<file path="src/rtl/pipe_ctrl_if.sv">
// ID/EX-side handshake bundle between the pipeline datapath and pipe_ctrl.
// Master is the datapath, slave is the controller.
interface pipe_ctrl_if #(
  parameter int unsigned CNT_W = 32
);
  logic             id_valid_inst;
  logic [4:0]       id_rs1_idx;
  logic [4:0]       id_rs2_idx;
  logic             id_uses_rs1;
  logic             id_uses_rs2;
  logic             id_reg_wr;
  logic [4:0]       id_dest_reg_idx;
  logic             id_rd_mem;
  logic             id_halt;
  logic             ex_take_branch;
  logic             pc_en;
  logic             if_id_en;
  logic             if_id_flush;
  logic             id_ex_bubble;
  logic             halted;
  logic [CNT_W-1:0] stall_cnt;
  logic [CNT_W-1:0] flush_cnt;

  modport master (
    output id_valid_inst, id_rs1_idx, id_rs2_idx, id_uses_rs1, id_uses_rs2,
           id_reg_wr, id_dest_reg_idx, id_rd_mem, id_halt, ex_take_branch,
    input  pc_en, if_id_en, if_id_flush, id_ex_bubble, halted, stall_cnt, flush_cnt
  );

  modport slave (
    input  id_valid_inst, id_rs1_idx, id_rs2_idx, id_uses_rs1, id_uses_rs2,
           id_reg_wr, id_dest_reg_idx, id_rd_mem, id_halt, ex_take_branch,
    output pc_en, if_id_en, if_id_flush, id_ex_bubble, halted, stall_cnt, flush_cnt
  );
endinterface

</file>
<file path="src/rtl/pipe_ctrl.sv">
// Scoreboard pipeline controller: RAW stalls, branch flush, ebreak drain-then-halt.
// Define PIPE_CTRL_FWD_EN when EX/MEM and MEM/WB forwarding paths exist.
module pipe_ctrl #(
  parameter int unsigned WB_LAT = 3,
  parameter int unsigned CNT_W  = 32
) (
  input  logic       clk,
  input  logic       rst,
  pipe_ctrl_if.slave bus
);

  // Scoreboard entries are 2 bits wide, so WB_LAT is expected to be <= 3.
  localparam logic [1:0] WbLat = 2'(WB_LAT);

  typedef enum logic [1:0] {StRun, StDrain, StHalt} state_e;

  state_e               state_q, state_d;
  logic [31:0][1:0]     pend_q, pend_d;
  logic [1:0]           drain_q, drain_d;
  logic [CNT_W-1:0]     stall_q, stall_d;
  logic [CNT_W-1:0]     flush_q, flush_d;

  logic                 run;
  logic                 hz_rs1, hz_rs2;
  logic                 hazard;
  logic                 issue;
  logic                 mark;
  logic [1:0]           iss_lat;

  logic                 pc_en, if_id_en, if_id_flush, id_ex_bubble, halted;

  assign run    = (state_q == StRun);
  assign hz_rs1 = bus.id_uses_rs1 && (bus.id_rs1_idx != 5'd0) &&
                  (pend_q[bus.id_rs1_idx] != 2'd0);
  assign hz_rs2 = bus.id_uses_rs2 && (bus.id_rs2_idx != 5'd0) &&
                  (pend_q[bus.id_rs2_idx] != 2'd0);
  assign hazard = bus.id_valid_inst && (hz_rs1 || hz_rs2);
  assign issue  = bus.id_valid_inst && !hazard && !bus.ex_take_branch && run;
  assign mark   = issue && bus.id_reg_wr && (bus.id_dest_reg_idx != 5'd0);

`ifdef PIPE_CTRL_FWD_EN
  // Only a load result is late enough to need one bubble when forwarding exists.
  assign iss_lat = bus.id_rd_mem ? 2'd1 : 2'd0;
`else
  assign iss_lat = WbLat;
  logic unused_rd_mem;
  assign unused_rd_mem = bus.id_rd_mem;
`endif

  // Next-state: scoreboard, FSM, drain counter, perf counters.
  always_comb begin
    pend_d  = '0;
    state_d = state_q;
    drain_d = drain_q;
    stall_d = stall_q;
    flush_d = flush_q;

    for (int i = 1; i < 32; i++) begin
      pend_d[i] = (pend_q[i] != 2'd0) ? pend_q[i] - 2'd1 : 2'd0;
    end
    if (mark) begin
      pend_d[bus.id_dest_reg_idx] = iss_lat;
    end

    if (run && bus.ex_take_branch) begin
      flush_d = flush_q + CNT_W'(1);
    end else if (run && hazard) begin
      stall_d = stall_q + CNT_W'(1);
    end

    unique case (state_q)
      StRun: begin
        if (issue && bus.id_halt) begin
          state_d = StDrain;
          drain_d = WbLat;
        end
      end
      StDrain: begin
        if (drain_q != 2'd0) begin
          drain_d = drain_q - 2'd1;
        end
        if (drain_q <= 2'd1) begin
          state_d = StHalt;
        end
      end
      StHalt: begin
        state_d = StHalt;
      end
      default: begin
        state_d = StRun;
      end
    endcase
  end

  always_ff @(posedge clk) begin
    if (rst) begin
      state_q <= StRun;
      pend_q  <= '0;
      drain_q <= '0;
      stall_q <= '0;
      flush_q <= '0;
    end else begin
      state_q <= state_d;
      pend_q  <= pend_d;
      drain_q <= drain_d;
      stall_q <= stall_d;
      flush_q <= flush_d;
    end
  end

  // Control outputs; the defaults are the frozen/noop pattern used in reset, DRAIN and HALT.
  always_comb begin
    pc_en        = 1'b0;
    if_id_en     = 1'b0;
    if_id_flush  = 1'b1;
    id_ex_bubble = 1'b1;
    halted       = 1'b0;
    if (!rst) begin
      unique case (state_q)
        StRun: begin
          if (bus.ex_take_branch) begin
            pc_en        = 1'b1;
            if_id_en     = 1'b1;
            if_id_flush  = 1'b1;
            id_ex_bubble = 1'b1;
          end else if (hazard) begin
            pc_en        = 1'b0;
            if_id_en     = 1'b0;
            if_id_flush  = 1'b0;
            id_ex_bubble = 1'b1;
          end else begin
            pc_en        = 1'b1;
            if_id_en     = 1'b1;
            if_id_flush  = 1'b0;
            id_ex_bubble = 1'b0;
          end
        end
        StDrain: begin
          halted = 1'b0;
        end
        StHalt: begin
          halted = 1'b1;
        end
        default: begin
          halted = 1'b0;
        end
      endcase
    end
  end

  assign bus.pc_en        = pc_en;
  assign bus.if_id_en     = if_id_en;
  assign bus.if_id_flush  = if_id_flush;
  assign bus.id_ex_bubble = id_ex_bubble;
  assign bus.halted       = halted;
  assign bus.stall_cnt    = stall_q;
  assign bus.flush_cnt    = flush_q;

endmodule

</file>
<file path="src/flat_wrapper.sv">
// flat-port wrapper written by rule: the top's interface ports become plain ports
module pipe_ctrl_flat 
#(
  parameter int unsigned WB_LAT = 3,
  parameter int unsigned CNT_W  = 32
)
  (clk, rst, bus_id_valid_inst, bus_id_rs1_idx, bus_id_rs2_idx, bus_id_uses_rs1, bus_id_uses_rs2, bus_id_reg_wr, bus_id_dest_reg_idx, bus_id_rd_mem, bus_id_halt, bus_ex_take_branch, bus_pc_en, bus_if_id_en, bus_if_id_flush, bus_id_ex_bubble, bus_halted, bus_stall_cnt, bus_flush_cnt);
  pipe_ctrl_if #(.CNT_W(CNT_W)) bus_i ();
  input  logic clk;
  input  logic rst;
  input wire logic [$bits(bus_i.id_valid_inst)-1:0] bus_id_valid_inst;
  input wire logic [$bits(bus_i.id_rs1_idx)-1:0] bus_id_rs1_idx;
  input wire logic [$bits(bus_i.id_rs2_idx)-1:0] bus_id_rs2_idx;
  input wire logic [$bits(bus_i.id_uses_rs1)-1:0] bus_id_uses_rs1;
  input wire logic [$bits(bus_i.id_uses_rs2)-1:0] bus_id_uses_rs2;
  input wire logic [$bits(bus_i.id_reg_wr)-1:0] bus_id_reg_wr;
  input wire logic [$bits(bus_i.id_dest_reg_idx)-1:0] bus_id_dest_reg_idx;
  input wire logic [$bits(bus_i.id_rd_mem)-1:0] bus_id_rd_mem;
  input wire logic [$bits(bus_i.id_halt)-1:0] bus_id_halt;
  input wire logic [$bits(bus_i.ex_take_branch)-1:0] bus_ex_take_branch;
  output wire logic [$bits(bus_i.pc_en)-1:0] bus_pc_en;
  output wire logic [$bits(bus_i.if_id_en)-1:0] bus_if_id_en;
  output wire logic [$bits(bus_i.if_id_flush)-1:0] bus_if_id_flush;
  output wire logic [$bits(bus_i.id_ex_bubble)-1:0] bus_id_ex_bubble;
  output wire logic [$bits(bus_i.halted)-1:0] bus_halted;
  output wire logic [$bits(bus_i.stall_cnt)-1:0] bus_stall_cnt;
  output wire logic [$bits(bus_i.flush_cnt)-1:0] bus_flush_cnt;
  assign bus_i.id_valid_inst = bus_id_valid_inst;
  assign bus_i.id_rs1_idx = bus_id_rs1_idx;
  assign bus_i.id_rs2_idx = bus_id_rs2_idx;
  assign bus_i.id_uses_rs1 = bus_id_uses_rs1;
  assign bus_i.id_uses_rs2 = bus_id_uses_rs2;
  assign bus_i.id_reg_wr = bus_id_reg_wr;
  assign bus_i.id_dest_reg_idx = bus_id_dest_reg_idx;
  assign bus_i.id_rd_mem = bus_id_rd_mem;
  assign bus_i.id_halt = bus_id_halt;
  assign bus_i.ex_take_branch = bus_ex_take_branch;
  assign bus_pc_en = bus_i.pc_en;
  assign bus_if_id_en = bus_i.if_id_en;
  assign bus_if_id_flush = bus_i.if_id_flush;
  assign bus_id_ex_bubble = bus_i.id_ex_bubble;
  assign bus_halted = bus_i.halted;
  assign bus_stall_cnt = bus_i.stall_cnt;
  assign bus_flush_cnt = bus_i.flush_cnt;
  pipe_ctrl #(.WB_LAT(WB_LAT), .CNT_W(CNT_W)) u_core (.clk(clk), .rst(rst), .bus(bus_i));
endmodule
</file>
<file path="config.mk">
export PLATFORM = sky130hd
export DESIGN_NAME = pipe_ctrl_flat
export DESIGN_NICKNAME = d
export VERILOG_FILES = /design/src/rtl/pipe_ctrl_if.sv /design/src/rtl/pipe_ctrl.sv /design/src/flat_wrapper.sv
export SDC_FILE = /design/constraint.sdc
export NUM_CORES = 1
export LEC_CHECK = 0
export BUFFER_PORTS_ARGS = -buffer_cell sky130_fd_sc_hd__buf_4
export CORE_AREA = 2 2 131 146
export CTS_CLUSTER_DIAMETER = 40
export CTS_CLUSTER_SIZE = 40
export DETAILED_ROUTE_END_ITERATION = 8
export DIE_AREA = 0 0 133 148
export PLACE_DENSITY = 0.63
export SLEW_MARGIN = 10
export SYNTH_ARGS = -nofsm -noshare
export SYNTH_HDL_FRONTEND = slang
export SYNTH_SLANG_ARGS = --single-unit
</file>
<file path="constraint.sdc">
create_clock -name clk -period 10.95 [get_ports clk]
set_input_delay 2.19 -clock clk [delete_from_list [all_inputs] [get_ports clk]]
set_output_delay 2.19 -clock clk [all_outputs]
set_load 0.01 [all_outputs]
</file>
; ---- Word-level counts from Yosys, hierarchy flattened
; Index checks and enable logic that the tools add are counted.
[classes]
n_eq_ne = 5
bitwise = 3
mux = 57
reduce_logical = 60
order_cmp = 5
add_sub_neg = 34
[ops]
columns = operator, n
row1 = 2-bit two-way mux, 38
row2 = 2-bit nonzero test, 35
row3 = "32-bit by 1-bit adder with 32-bit output, second input constant", 2
row4 = 64-bit two-way mux, 1
row5 = 64-bit OR, 1
row6 = "2-bit by 1-bit subtractor with 2-bit output, second input constant", 32
row7 = 2-bit binary-select mux with 5-bit select, 2
row8 = "5-bit by 6-bit less-than comparator with 1-bit output, second input constant", 3
row9 = 5-bit nonzero test, 3
row10 = 1-bit logical AND, 14
row11 = 1-bit two-way mux, 13
row12 = 2-bit demux with 5-bit select, 1
row13 = 2-bit case mux with 3 select lines, 1
row14 = "5-bit by 1-bit greater-or-equal comparator with 1-bit output, second input constant", 1
row15 = "2-bit by 1-bit inequality test with 1-bit output, second input constant", 2
row16 = 2-bit case mux with 2 select lines, 1
row17 = 2-bit AND reduction, 2
row18 = 3-bit AND reduction, 1
row19 = "2-bit by 1-bit equality test with 1-bit output, second input constant", 1
row20 = "2-bit equality test, second input constant", 1
row21 = "2-bit by 1-bit <= comparator with 1-bit output, second input constant", 1
row22 = 1-bit logical NOT, 2
row23 = 2-bit logical NOT, 1
row24 = "2-bit inequality test, second input constant", 1
row25 = 3 further kinds, 4
[word_totals]
inputBits = 24
out_inout_bits = 69
elab_cells = 200
regBits = 132

; ---- Depth between registers and ports, before layout
[depth]
ltp_word = 14
mapped_depth = 14
mapped_depth_nobuf = 10

; ---- Worst setup path before layout
; No wires, ideal clock.
[synth_path]
kind = input -> output
startpoint = in bus_id_rs1_idx[1]
endpoint = out bus_pc_en
arrival_ps = 4603
n_path_buf = 3
required_time_ps = 8760
path_stages = 10
setup_slack_ps = 4157
path_cell_list = buf_6 inv_1 mux4_2 a41oi_1 o211ai_2 a311oi_2 clkbuf_1 nor2_1 o311a_1 buf_4
[synth_via]
elab_chain_cells = 10
elab_cells_between_ends = 12
cone_classes = 6 x mux / 6 x reduce/logical
[synth_lines]
columns = element, line
row1 = start: declaration, flat_wrapper.sv:12  ; input wire logic [$bits(bus_i.id_rs1_idx)-1:0] bus_id_rs1_idx;
row2 = 2-bit binary-select mux with 5-bit select, pipe_ctrl.sv:34  ; (pend_q[bus.id_rs1_idx] != 2'd0);
row3 = 2-bit two-way mux (not written as such), pipe_ctrl.sv:34
row4 = 2-bit nonzero test, pipe_ctrl.sv:34
row5 = 1-bit logical AND *, pipe_ctrl.sv:33  ; assign hz_rs1 = bus.id_uses_rs1 && (bus.id_rs1_idx != 5'd0) &&
row6 = 1-bit logical OR *, pipe_ctrl.sv:37  ; assign hazard = bus.id_valid_inst && (hz_rs1 || hz_rs2);
row7 = 1-bit logical AND *, pipe_ctrl.sv:37
row8 = 1-bit two-way mux * (4 in series), --
row9 = end: declaration, flat_wrapper.sv:21  ; output wire logic [$bits(bus_i.pc_en)-1:0] bus_pc_en;
; Mark *: on every way between the ends. The rest lies on a longest branch, timed or not. The select of a mux whose other input is x is not followed.

; ---- Final worst setup path
[layout_path]
startpoint = in bus_id_rs1_idx[1]
endpoint = out bus_if_id_en
[layout_via]
elab_chain_cells = 10
elab_cells_between_ends = 12
cone_classes = 6 x mux / 6 x reduce/logical
[layout_lines]
columns = element, line
row1 = 2-bit binary-select mux with 5-bit select, pipe_ctrl.sv:34
row2 = 2-bit two-way mux (not written as such), pipe_ctrl.sv:34
row3 = 2-bit nonzero test, pipe_ctrl.sv:34
row4 = 1-bit logical AND *, pipe_ctrl.sv:33
row5 = 1-bit logical OR *, pipe_ctrl.sv:37
row6 = 1-bit logical AND *, pipe_ctrl.sv:37
row7 = 1-bit two-way mux *, pipe_ctrl.sv:126  ; end else if (hazard) begin
row8 = 1-bit two-way mux *, pipe_ctrl.sv:121  ; if (bus.ex_take_branch) begin
row9 = 1-bit two-way mux *, pipe_ctrl.sv:119  ; unique case (state_q)
row10 = 1-bit two-way mux *, pipe_ctrl.sv:118  ; if (!rst) begin
row11 = end: declaration, flat_wrapper.sv:22  ; output wire logic [$bits(bus_i.if_id_en)-1:0] bus_if_id_en;
; Marks and branches as above.

==> flow_summary.yaml <==
global_route:
  overflow: 0
  antenna_found_initial: 0
  grt_max_degree: 83
  grt_usage: 0.160
  grt_first_pass_wirelength_um: 25200
  grt_pass1_vias: 4986
finish:
  syn2layout_area_growth_pct: 22.7
  layout.cells.most_common: "dfxtp_1"
  layout-drive-gt1-share: 0.172
  fin_cells: 1036
  n_antenna_cell: 0
  fill_cells: 1829
  final_nets: 814
  layout_common_cells: "dfxtp_1 (131), buf_4 (94), nor2_1 (78)"
sta:
  fin_crit_ps: 6860
  hold_viol: 0
  tightest_slew_ps: 1050
  max_freq_mhz: 146
  post-route-period-util: 0.626
  maxSlewHeadroom: 0.294
  setup_viol: 0
  fin_skew_ps: 9.46
  tns_ps: 0
  rsz0062_at_grt: "false"
  slew_violations: 0
yosys:
  async_flop_share: 0
  syn_inst: 707
  ys_ff_latch: 131
  synth_area_per_cell_um2: 8.59
  netlist-cell-type-count: 59
  synth_edf_count: 0
  synth_flop_cell: "dfxtp_1"
  syn_area_mm2: 0.00607
  synth.net_count: 739
  yosys_warnings: 0
  ys_seq_area_frac: 0.432
drt:
  dr.pass1.iters: 5
  wl_met3_um: 837
  drt-total-wl_um: 15500
  drtAntennaViolNets: 0
  dr_wl_met2_um: 7050
  highest_layer: "met4"
  first_iter_violations: 291
  wl_met1_um: 7370
  wl_per_cell_um: 14.9
  remaining_drc_errors: 0
  via_per_inst: 5.20
  dr_total_vias: 5387
power:
  finalPower_w: 0.00115
  p_sw_w: 0.000288
  seqPwrFrac: 0.428
  vdd_ir_drop_max_v: 0.0000985
  intPower_w: 0.000861
  switching_share: 0.251
  power.leakage_nw: 2.67
  clkPwrFrac: 0.473
  combPwrFrac: 0.099
  cellPowerDensity_mw_per_mm2: 154
clock_network:
  clockBufferDepth: 2
  htreeDepth: 4
  numCtsBuffers: 17
  clock_sinks: 131
  cts.root.buffer_cell: "clkbuf_16"
  holdBufCountCts: 0
  cts_tree: "yes"
  clkTransAtPathRegs_ps: 50
  ctsResizeCount: 0
  post_cts_buffers: 0
  insertion_delay_ps: 420
min_path:
  hp-start: "u_core.pend_q[14]"
  min_to: "u_core.pend_q[14]"
  hold_path_depth: 1
  hold_class: "reg -> reg"
placed_design:
  io_buffers: 91
  post-place-cells: 1006
  hpwl_um: 10400
  routabilityCongestion: 0.785
floorplan:
  io_pins: 93
  dieArea_mm2: 0.0197
  coreArea_mm2: 0.0182
  rows: 52
  die_h_um: 148
  dieWidth_um: 133
  start_util: 0.335
worst_setup_path:
  path_class: "in -> out"
  reg2reg_depth: 8
  worst_ep_arrival_time_ps: 4670
  rr_endpoint: "u_core.pend_q[2]"
  critical_path.endpoint_type: "output pin"
  crit_path_start_kind: "primary input"
  critical_path.max_fanout: 18
  cp_slowest_cell: "mux4_2"
  critical_path_required_ps: 8760
  reg2reg_slack_ps: 7230
  r2r-start: "u_core.pend_q[60]"
  worstPathCellList: "buf_4 -> inv_1 -> mux4_2 -> a41oi_1 -> o211ai_2 -> a311oi_2 -> buf_4 -> nor2_1 -> o311a_1 -> buf_4"
  timing.critical_path.mode_cell: "buf_4"
  cpPeakStageDelay_ps: 530
status:
  status: "finished clean"
job:
  max_cap_violations: 0
## synthesized netlist by cell type (5+ instances only)
| library cell | n | share of area |
|---|---|---|
| a21oi_1 | 42 | 0.035 |
| and2_1 | 8 | 0.0082 |
| and3_1 | 14 | 0.014 |
| and4_1 | 7 | 0.010 |
| buf_2 | 7 | 0.0058 |
| clkbuf_1 | 22 | 0.014 |
| dfxtp_1 | 131 | 0.43 |
| ha_1 | 8 | 0.016 |
| inv_1 | 35 | 0.022 |
| mux4_2 | 7 | 0.026 |
| nand2_1 | 64 | 0.040 |
| nand2b_1 | 7 | 0.0072 |
| nand3_1 | 25 | 0.021 |
| nand4_1 | 14 | 0.014 |
| nor2_1 | 78 | 0.048 |
| nor2b_1 | 5 | 0.0052 |
| nor3_1 | 19 | 0.016 |
| nor4_1 | 6 | 0.0062 |
| o2111ai_1 | 7 | 0.010 |
| o211ai_1 | 7 | 0.0087 |
| o21ai_0 | 21 | 0.017 |
| o22ai_1 | 30 | 0.031 |
| o32ai_1 | 17 | 0.025 |
| or3_1 | 15 | 0.015 |
| or4_1 | 9 | 0.011 |
| xnor2_1 | 6 | 0.0087 |
| xor2_1 | 36 | 0.052 |
## metrics by stage
step,setup WS [ps],area (µm²),hold WS (ps),utilization
6_report,4090,7450,454,0.411
4_1_cts,4100,7450,461,0.411
2_1_floorplan,4160,6070,424,-
3_5_place_dp,4110,6890,443,0.380
5_1_grt,3870,7450,474,0.411
3_3_place_gp,4130,6890,439,0.380
## worst max-delay path by stage
| stage | startpoint | to | cells past startpoint |
|---|---|---|---|
| floorplan | bus_id_rs1_idx[1] | bus_pc_en | 10 |
| CTS | bus_id_rs1_idx[1] | bus_if_id_en | 10 |
| finish | bus_id_rs1_idx[1] | bus_if_id_en | 10 |
| detailed placement | bus_id_rs1_idx[1] | bus_if_id_en | 10 |
| global route | bus_id_rs2_idx[0] | bus_if_id_en | 9 |
| global placement | bus_id_rs1_idx[1] | bus_if_id_en | 10 |
## worst max-delay path: cells and delay by family
| family | cells | cell delay [ps] |
|---|---|---|
| AOI/OAI and AO/OA | 4 | 970 |
| muxes | 1 | 530 |
| and+or+nand+nor | 1 | 90 |
| buffers and inverters | 4 | 860 |
## metal layers
layer | global-route usage | vias up
met4 | 0.0570 | 0
met5 | 0 | -
li1 | - | 2715
met2 | 0.255 | 134
met1 | 0.209 | 2521
met3 | 0.0418 | 17
## sequential cells by signal (all words and copies together), names as in the netlist
| name | flops |
|---|---|
| u_core.drain_q | 2 |
| u_core.bus.flush_cnt | 32 |
| u_core.state_q | 2 |
| u_core.bus.stall_cnt | 32 |
| u_core.pend_q | 63 |
## layout make-up
cell class / count / area (µm²) / share of cell area
clock buffer: 21 / 480 / 0.0645
tap: 243 / 304 / 0.0408
clock inverter: 9 / 81.3 / 0.0109
sequential: 131 / 2620 / 0.352
inverter: 36 / 135 / 0.0181
multi-input combinational: 502 / 3130 / 0.419
timing repair buffer: 94 / 706 / 0.0947
## logic make-up after synthesis
logic type	share of synthesized area
mux	0.0344
other cells	0.000617
compound gates	0.167
flops	0.432
xor+xnor	0.0606
buf+inv	0.0536
fa+ha+maj	0.0165
simple gates	0.236
## power by group through the flow
stage          clock (W)  sequential (W)  combinational, W
3_3_place_gp           0        0.000502          0.000112
5_1_grt         0.000576        0.000493          0.000126
2_1_floorplan          0        0.000502         0.0000750
6_report        0.000543        0.000492          0.000113
4_1_cts         0.000556        0.000492          0.000113
3_5_place_dp           0        0.000502          0.000113
No activity file was read; power rests on OpenSTA's default activity.
